[src/rtl/st2_cart_loader.sv]
`default_nettype none
// +--------------------------------------------------------------------------+
// | st2_cart_loader                                                          |
// | Parses an ST2 cartridge image from the ioctl byte stream and relocates   |
// | each 256-byte data block to its mapped bram page. Optional: ST2_RAW_EN   |
// | (ioctl_index 2 loads bytes linearly without parsing).                    |
// | Revision: 1.0                                                            |
// +--------------------------------------------------------------------------+
module st2_cart_loader #(
  parameter logic [7:0] CART_INDEX = 8'd1,
  parameter int         MAX_BLOCKS = 16,
  parameter int         HDR_SIZE   = 256
) (
  input  logic        clk,
  input  logic        reset,
  input  logic        ioctl_download,
  input  logic [7:0]  ioctl_index,
  input  logic        ioctl_wr,
  input  logic [24:0] ioctl_addr,
  input  logic [7:0]  ioctl_dout,
  output logic        mem_wr,
  output logic [15:0] mem_a,
  output logic [7:0]  mem_d,
  output logic        busy,
  output logic        done,
  output logic        error
);

  localparam int          c_IDX_W    = (MAX_BLOCKS > 1) ? $clog2(MAX_BLOCKS) : 1;
  localparam logic [24:0] c_HDR      = 25'(HDR_SIZE);
  localparam logic [24:0] c_HDR_LAST = 25'(HDR_SIZE - 1);
  localparam logic [24:0] c_MAP_BASE = 25'd64;
  localparam logic [24:0] c_NBLK_POS = 25'd4;
  localparam logic [7:0]  c_NBLK_MAX = 8'(MAX_BLOCKS + 1);
`ifdef ST2_RAW_EN
  localparam logic [7:0]  c_RAW_INDEX = 8'd2;
`endif

  typedef enum logic [2:0] {
    S_IDLE   = 3'd0,
    S_HEADER = 3'd1,
    S_DATA   = 3'd2,
    S_DONE   = 3'd3,
    S_ERR    = 3'd4
`ifdef ST2_RAW_EN
    , S_RAW  = 3'd5
`endif
  } state_t;

  state_t       r_state, w_next;
  logic         r_dl_prev;
  logic [7:0]   r_nblk;
  logic [7:0]   r_map [MAX_BLOCKS];
  logic         r_mem_wr;
  logic [15:0]  r_mem_a;
  logic [7:0]   r_mem_d;

  logic         w_rise, w_fall, w_wr;
  logic [7:0]   w_nm1;
  logic [16:0]  w_blk;
  logic         w_blk_ok;
  logic [24:0]  w_map_off;
  logic         w_hdr_in_map;
  logic [7:0]   w_sig;
  logic         w_load, w_nblk_we, w_map_we, w_mem_we;
  logic [15:0]  w_mem_a;

  assign w_rise = ioctl_download & ~r_dl_prev;
  assign w_fall = ~ioctl_download & r_dl_prev;
  assign w_wr   = ioctl_wr & ioctl_download;
  assign w_nm1  = r_nblk - 8'd1;

  // Data block number counted from the end of the header.
  assign w_blk    = 17'((ioctl_addr - c_HDR) >> 8);
  assign w_blk_ok = (ioctl_addr >= c_HDR) && (w_blk < 17'(w_nm1));

  assign w_map_off    = ioctl_addr - c_MAP_BASE;
  assign w_hdr_in_map = (ioctl_addr >= c_MAP_BASE) && (w_map_off < 25'(w_nm1));

  always_comb begin
    case (ioctl_addr[1:0])
      2'd0:    w_sig = 8'h52;
      2'd1:    w_sig = 8'h43;
      2'd2:    w_sig = 8'h41;
      default: w_sig = 8'h32;
    endcase
  end

  always_comb begin
    w_next    = r_state;
    w_load    = 1'b0;
    w_nblk_we = 1'b0;
    w_map_we  = 1'b0;
    w_mem_we  = 1'b0;
    w_mem_a   = {r_map[w_blk[c_IDX_W-1:0]], ioctl_addr[7:0]};
    if (w_rise && (ioctl_index == CART_INDEX)) begin
      w_next = S_HEADER;
      w_load = 1'b1;
    end
`ifdef ST2_RAW_EN
    else if (w_rise && (ioctl_index == c_RAW_INDEX)) begin
      w_next = S_RAW;
      w_load = 1'b1;
    end
`endif
    else begin
      case (r_state)
        S_HEADER: begin
          if (w_fall) begin
            w_next = S_ERR;
          end else if (w_wr) begin
            if (ioctl_addr < c_NBLK_POS) begin
              if (ioctl_dout != w_sig) w_next = S_ERR;
            end else if (ioctl_addr == c_NBLK_POS) begin
              w_nblk_we = 1'b1;
              if ((ioctl_dout == 8'd0) || (ioctl_dout > c_NBLK_MAX)) w_next = S_ERR;
            end else if (w_hdr_in_map) begin
              w_map_we = 1'b1;
            end
            if (ioctl_addr == c_HDR_LAST) w_next = S_DATA;
          end
        end
        S_DATA: begin
          if (w_fall) begin
            w_next = S_DONE;
          end else if (w_wr && w_blk_ok && (r_map[w_blk[c_IDX_W-1:0]] != 8'd0)) begin
            w_mem_we = 1'b1;
          end
        end
`ifdef ST2_RAW_EN
        S_RAW: begin
          if (w_fall) begin
            w_next = S_DONE;
          end else if (w_wr) begin
            w_mem_we = 1'b1;
            w_mem_a  = ioctl_addr[15:0];
          end
        end
`endif
        default: ;
      endcase
    end
  end

  always_ff @(posedge clk or posedge reset) begin
    if (reset) r_state <= S_IDLE;
    else       r_state <= w_next;
  end

  always_ff @(posedge clk or posedge reset) begin
    if (reset) begin
      r_dl_prev <= 1'b0;
      r_nblk    <= 8'd0;
      r_mem_wr  <= 1'b0;
      r_mem_a   <= 16'd0;
      r_mem_d   <= 8'd0;
      for (int i = 0; i < MAX_BLOCKS; i++) r_map[i] <= 8'd0;
    end else begin
      r_dl_prev <= ioctl_download;
      r_mem_wr  <= w_mem_we;
      if (w_mem_we) begin
        r_mem_a <= w_mem_a;
        r_mem_d <= ioctl_dout;
      end
      // A fresh download forgets the previous image's page map.
      if (w_load) begin
        r_nblk <= 8'd0;
        for (int i = 0; i < MAX_BLOCKS; i++) r_map[i] <= 8'd0;
      end else begin
        if (w_nblk_we) r_nblk <= ioctl_dout;
        if (w_map_we)  r_map[w_map_off[c_IDX_W-1:0]] <= ioctl_dout;
      end
    end
  end

  assign mem_wr = r_mem_wr;
  assign mem_a  = r_mem_a;
  assign mem_d  = r_mem_d;
`ifdef ST2_RAW_EN
  assign busy   = (r_state == S_HEADER) || (r_state == S_DATA) || (r_state == S_RAW);
`else
  assign busy   = (r_state == S_HEADER) || (r_state == S_DATA);
`endif
  assign done   = (r_state == S_DONE);
  assign error  = (r_state == S_ERR);

endmodule
`default_nettype wire

[config.mk]
export PLATFORM = sky130hd
export DESIGN_NAME = st2_cart_loader
export DESIGN_NICKNAME = d
export VERILOG_FILES = /design/src/rtl/st2_cart_loader.sv
export SDC_FILE = /design/constraint.sdc
export NUM_CORES = 1
export LEC_CHECK = 0
export CAP_MARGIN = 10
export CORE_ASPECT_RATIO = 0.6
export CORE_UTILIZATION = 40
export CTS_BUF_LIST = sky130_fd_sc_hd__clkbuf_8
export DETAILED_ROUTE_END_ITERATION = 7
export PLACE_DENSITY = 0.66
export SETUP_SLACK_MARGIN = 0.4
export SYNTH_ARGS = -nofsm -noshare
export SYNTH_HDL_FRONTEND = slang
export SYNTH_SLANG_ARGS = --single-unit
export TNS_END_PERCENT = 5
[constraint.sdc]
create_clock -name clk -period 11.72 [get_ports clk]
set_input_delay 2.344 -clock clk [delete_from_list [all_inputs] [get_ports clk]]
set_output_delay 2.344 -clock clk [all_outputs]
set_load 0.03 [all_outputs]
==> impl_results.md <==
* Post-synthesis simple-gate area fraction at 0.1649
* Top cell by count, worst path: buf_4
* Sw power at 0.3174 mW
* Total setup violations reported at the end of the flow at 0
* CP Data Required Time at 12.08 ns
* PortBufs at 72
* Filler instances at 2069
* ANT cells at 0
* Post-DRT Antenna Nets at 0
* Slew headroom at 0.3430
* Routed vias at 6669
* Part of the total power dissipated in sequential elements at 0.512
* Count of flip-flops with a built-in enable after synthesis at 0
* Synth Warn # at 0
* Cell Rows at 42
* P&R area growth vs syn at 14.43%
* Max Freq at 161.9 MHz
* Post-CTS Setup Repair Bufs at 0
* Starting density of the core at 0.4155
* # DRC at 0
* Xor and xnor fraction of the mapped netlist area at 0.01315
* Area fraction in compound gates after synthesis at 0.04684
* Post-cts sizing count at 0
* Number of maximum-capacitance constraint violations at 0
* Peak ir drop on the vdd network at 0.07863 mV
* Post-synth cell types at 56
* Worst-path cell chain: buf_2 > buf_4 > inv_1 > ha_1 > buf_4 > inv_2 > mux4_2 > a22oi_1 > o21ai_0 > nor4_1 > a211oi_4 > buf_4 > mux2_2
* CTS hold repair buffers at 0
* Post-synthesis mux area share at 0.2663
* Setup skew after layout at 0.01312 ns
* Max incr delay on CP at 0.67 ns
* Ys async rst share at 1.000
* Initial antenna violation count at 1
* Io pins at 73
* Clk pwr share at 0.365
* Arrival time at the worst endpoint at 6.53 ns
* CTS tree: yes
* Maximum number of pins on one net before global-route repair at 93
* Max clock buf depth at 2
* Combinational family with the most area after synthesis: multiplexers
* RSZ-0062 raised after global routing: false
* Share of post-route cells with drive strength above 1 at 0.1399
* Worst skew pair latency at 0.47 ns
* Largest delay contributor family on the critical path: buffers and inverters
* CP endpoint kind: flop
* Count of pins over their slew limit at 0
* Worst Setup Path Type: in2reg
* CTS Sinks at 165
* Power density cells at 106.0 nW/um^2
* Die outline height at 120.3 um
* Arithmetic-cell share of the synthesized area counting full adders, half adders and majority gates at 0.03221
* Register area share after synthesis at 0.4429
* Vias in the first global route at 6486
* Classification of the worst-slack hold path: reg2reg
* Detailed Route WL at 25250 um
* Nature of the critical path startpoint: input pin
* Final count of hold timing violations at 0
* Post-detail-place hpwl at 17230 um
* Floorplan die width at 199.1 um
* Tightest Pin Transition at 0.9818 ns
* Library cell contributing the largest single delay on the critical path: nor4_1
* Clock Pin Slew Worst Setup and Hold Paths at 0.09 ns
* Global-route wire length before repair at 39530 um
* Synthesized cell area at 9323 um^2
* Internal power consumption at 0.8138 mW
* Share of total power in combinational logic at 0.123
* RD Place Congestion at 0.9006
* Number of buffers created by CTS at 17
* Number of synthesized register bits at 165
* Result of the run: finished clean
* Starting DRT DRC Count at 606
* Buffering stage count on the worst path with inverters included at 6
* Peak fanout along the critical path at 37
* Static leakage power at 5.438 nW
* Final min period at 6.175 ns
* Cells after Synth at 815
* Net Sw Frac at 0.2805
* Total GRT Usage at 0.2231
* Synth Area per Inst at 11.44 um^2
* Nets at 935
* Ratio of routed vias to standard cells at 5.618
* Final critical-path share of the clock period at 0.5269
* Syn Nets at 884
* Buffer cell driving the clock tree root: clkbuf_8
* CTS H-tree depth at 4
* Detail-routed net length per standard cell at 21.27 um
* Dominant synthesized flop cell: dfrtp_1
* Global-route congestion overflow total at 0
* Total core area at 22440 um^2
* Overall die area at 23940 um^2
* Number of detailed-routing iterations run before antenna repair at 5
* Power, Total at 1.131 mW
* TNS Setup at 0 ns
==> cell usage after synthesis, types with 3 or more instances <==
cell type | instances | area share
dfrtp_1 | 165 | 0.44
nand2_1 | 151 | 0.061
mux2i_1 | 149 | 0.16
clkbuf_1 | 33 | 0.013
mux4_2 | 32 | 0.077
nor2_1 | 32 | 0.013
ha_1 | 24 | 0.032
mux2_2 | 24 | 0.029
inv_1 | 22 | 0.0089
o21ai_0 | 19 | 0.010
nand4_4 | 15 | 0.034
a21oi_1 | 11 | 0.0059
xnor2_1 | 11 | 0.010
nor3_1 | 10 | 0.0054
or4_1 | 8 | 0.0064
buf_2 | 7 | 0.0038
nor2b_1 | 7 | 0.0047
nor4_1 | 7 | 0.0047
nand4_1 | 6 | 0.0040
or3_1 | 6 | 0.0040
a22oi_1 | 5 | 0.0040
a211oi_1 | 4 | 0.0032
a21o_1 | 4 | 0.0032
buf_4 | 4 | 0.0032
o22ai_1 | 4 | 0.0027
and2_1 | 3 | 0.0020
and3_1 | 3 | 0.0020
and4_1 | 3 | 0.0028
nand2b_1 | 3 | 0.0020
nand3_1 | 3 | 0.0016
o21a_1 | 3 | 0.0024
o31ai_1 | 3 | 0.0024
xor2_1 | 3 | 0.0028
==> power by group through the flow <==
| stage | clock [mW] | sequential, mW | combinational (mW) |
|---|---|---|---|
| 4_1_cts | 0.419 | 0.579 | 0.139 |
| 3_5_place_dp | 0 | 0.590 | 0.138 |
| 6_report | 0.412 | 0.579 | 0.140 |
| 3_3_place_gp | 0 | 0.590 | 0.138 |
| 5_1_grt | 0.445 | 0.580 | 0.151 |
| 2_1_floorplan | 0 | 0.589 | 0.0816 |
==> cell families (layout without fill, tap and decap cells) <==
group / count (synthesis) / in the layout
mux: 205 / 205
simple gates: 271 / 271
compound gates: 65 / 65
fa+ha+maj: 24 / 24
flops: 165 / 165
xor+xnor: 14 / 14
buf+inv: 71 / 135
==> area by class of cell <==
class | instances | area [um^2] | share of cell area
clock inverters | 11 | 102.6 | 0.009618
flip-flops and latches | 165 | 4129 | 0.3871
well taps | 308 | 385.4 | 0.03612
repair buffers | 80 | 775.7 | 0.07272
multi-input cells | 579 | 4895 | 0.4588
inverters | 23 | 91.34 | 0.008562
clock buffers | 21 | 289.0 | 0.02709
==> cells in the final DEF (no fill, tap or decap), drive strengths merged, types with 12 or more instances in the layout <==
cell type / n
a21oi: 12
clkbuf: 21
clkdlybuf4s50: 71
dfrtp: 165
ha: 24
inv: 26
mux2: 24
mux2i: 149
mux4: 32
nand2: 151
nand4: 21
nor2: 32
o21ai: 19
==> routing by layer <==
layer  global-route usage  share of wire
met1               0.3695           0.53
met2               0.2774           0.38
met3              0.06695          0.083
met4              0.03798         0.0064
met5                    0        0.00051
==> final timing paths <==
path                                from        end  slack (ns)  depth (start not counted)
min in group asynchronous          reset   mem_a[4]        2.40                          2
max in group asynchronous          reset  r_map[23]        7.78                          3
hold / removal                  mem_d[1]   mem_d[1]        0.51                          1
hold reg to reg                 mem_d[1]   mem_d[1]        0.51                          1
setup / recovery           ioctl_addr[8]   mem_d[7]        5.55                         13
setup reg to reg               r_nblk[2]   mem_d[7]        7.59                         10
==> flip-flops by register name, indices dropped and copies added (netlist names) <==
signal     flops
mem_a         16
mem_d          8
mem_wr         1
r_dl_prev      1
r_map        128
r_nblk         8
r_state        3
==> through the flow <==
step,instances,hold WS (ns),util,instance area [um^2],worst slack [ns]
final,1187,0.5140,0.4754,10670,5.545
after floorplan,815,0.4961,-,9323,4.914
after global routing,1187,0.5368,0.4754,10670,5.316
after detailed placement,1155,0.4991,0.4580,10280,5.059
after global placement,1155,0.4945,0.4580,10280,5.185
after CTS,1187,0.5199,0.4754,10670,5.555
No activity file was read; power rests on OpenSTA's default activity.
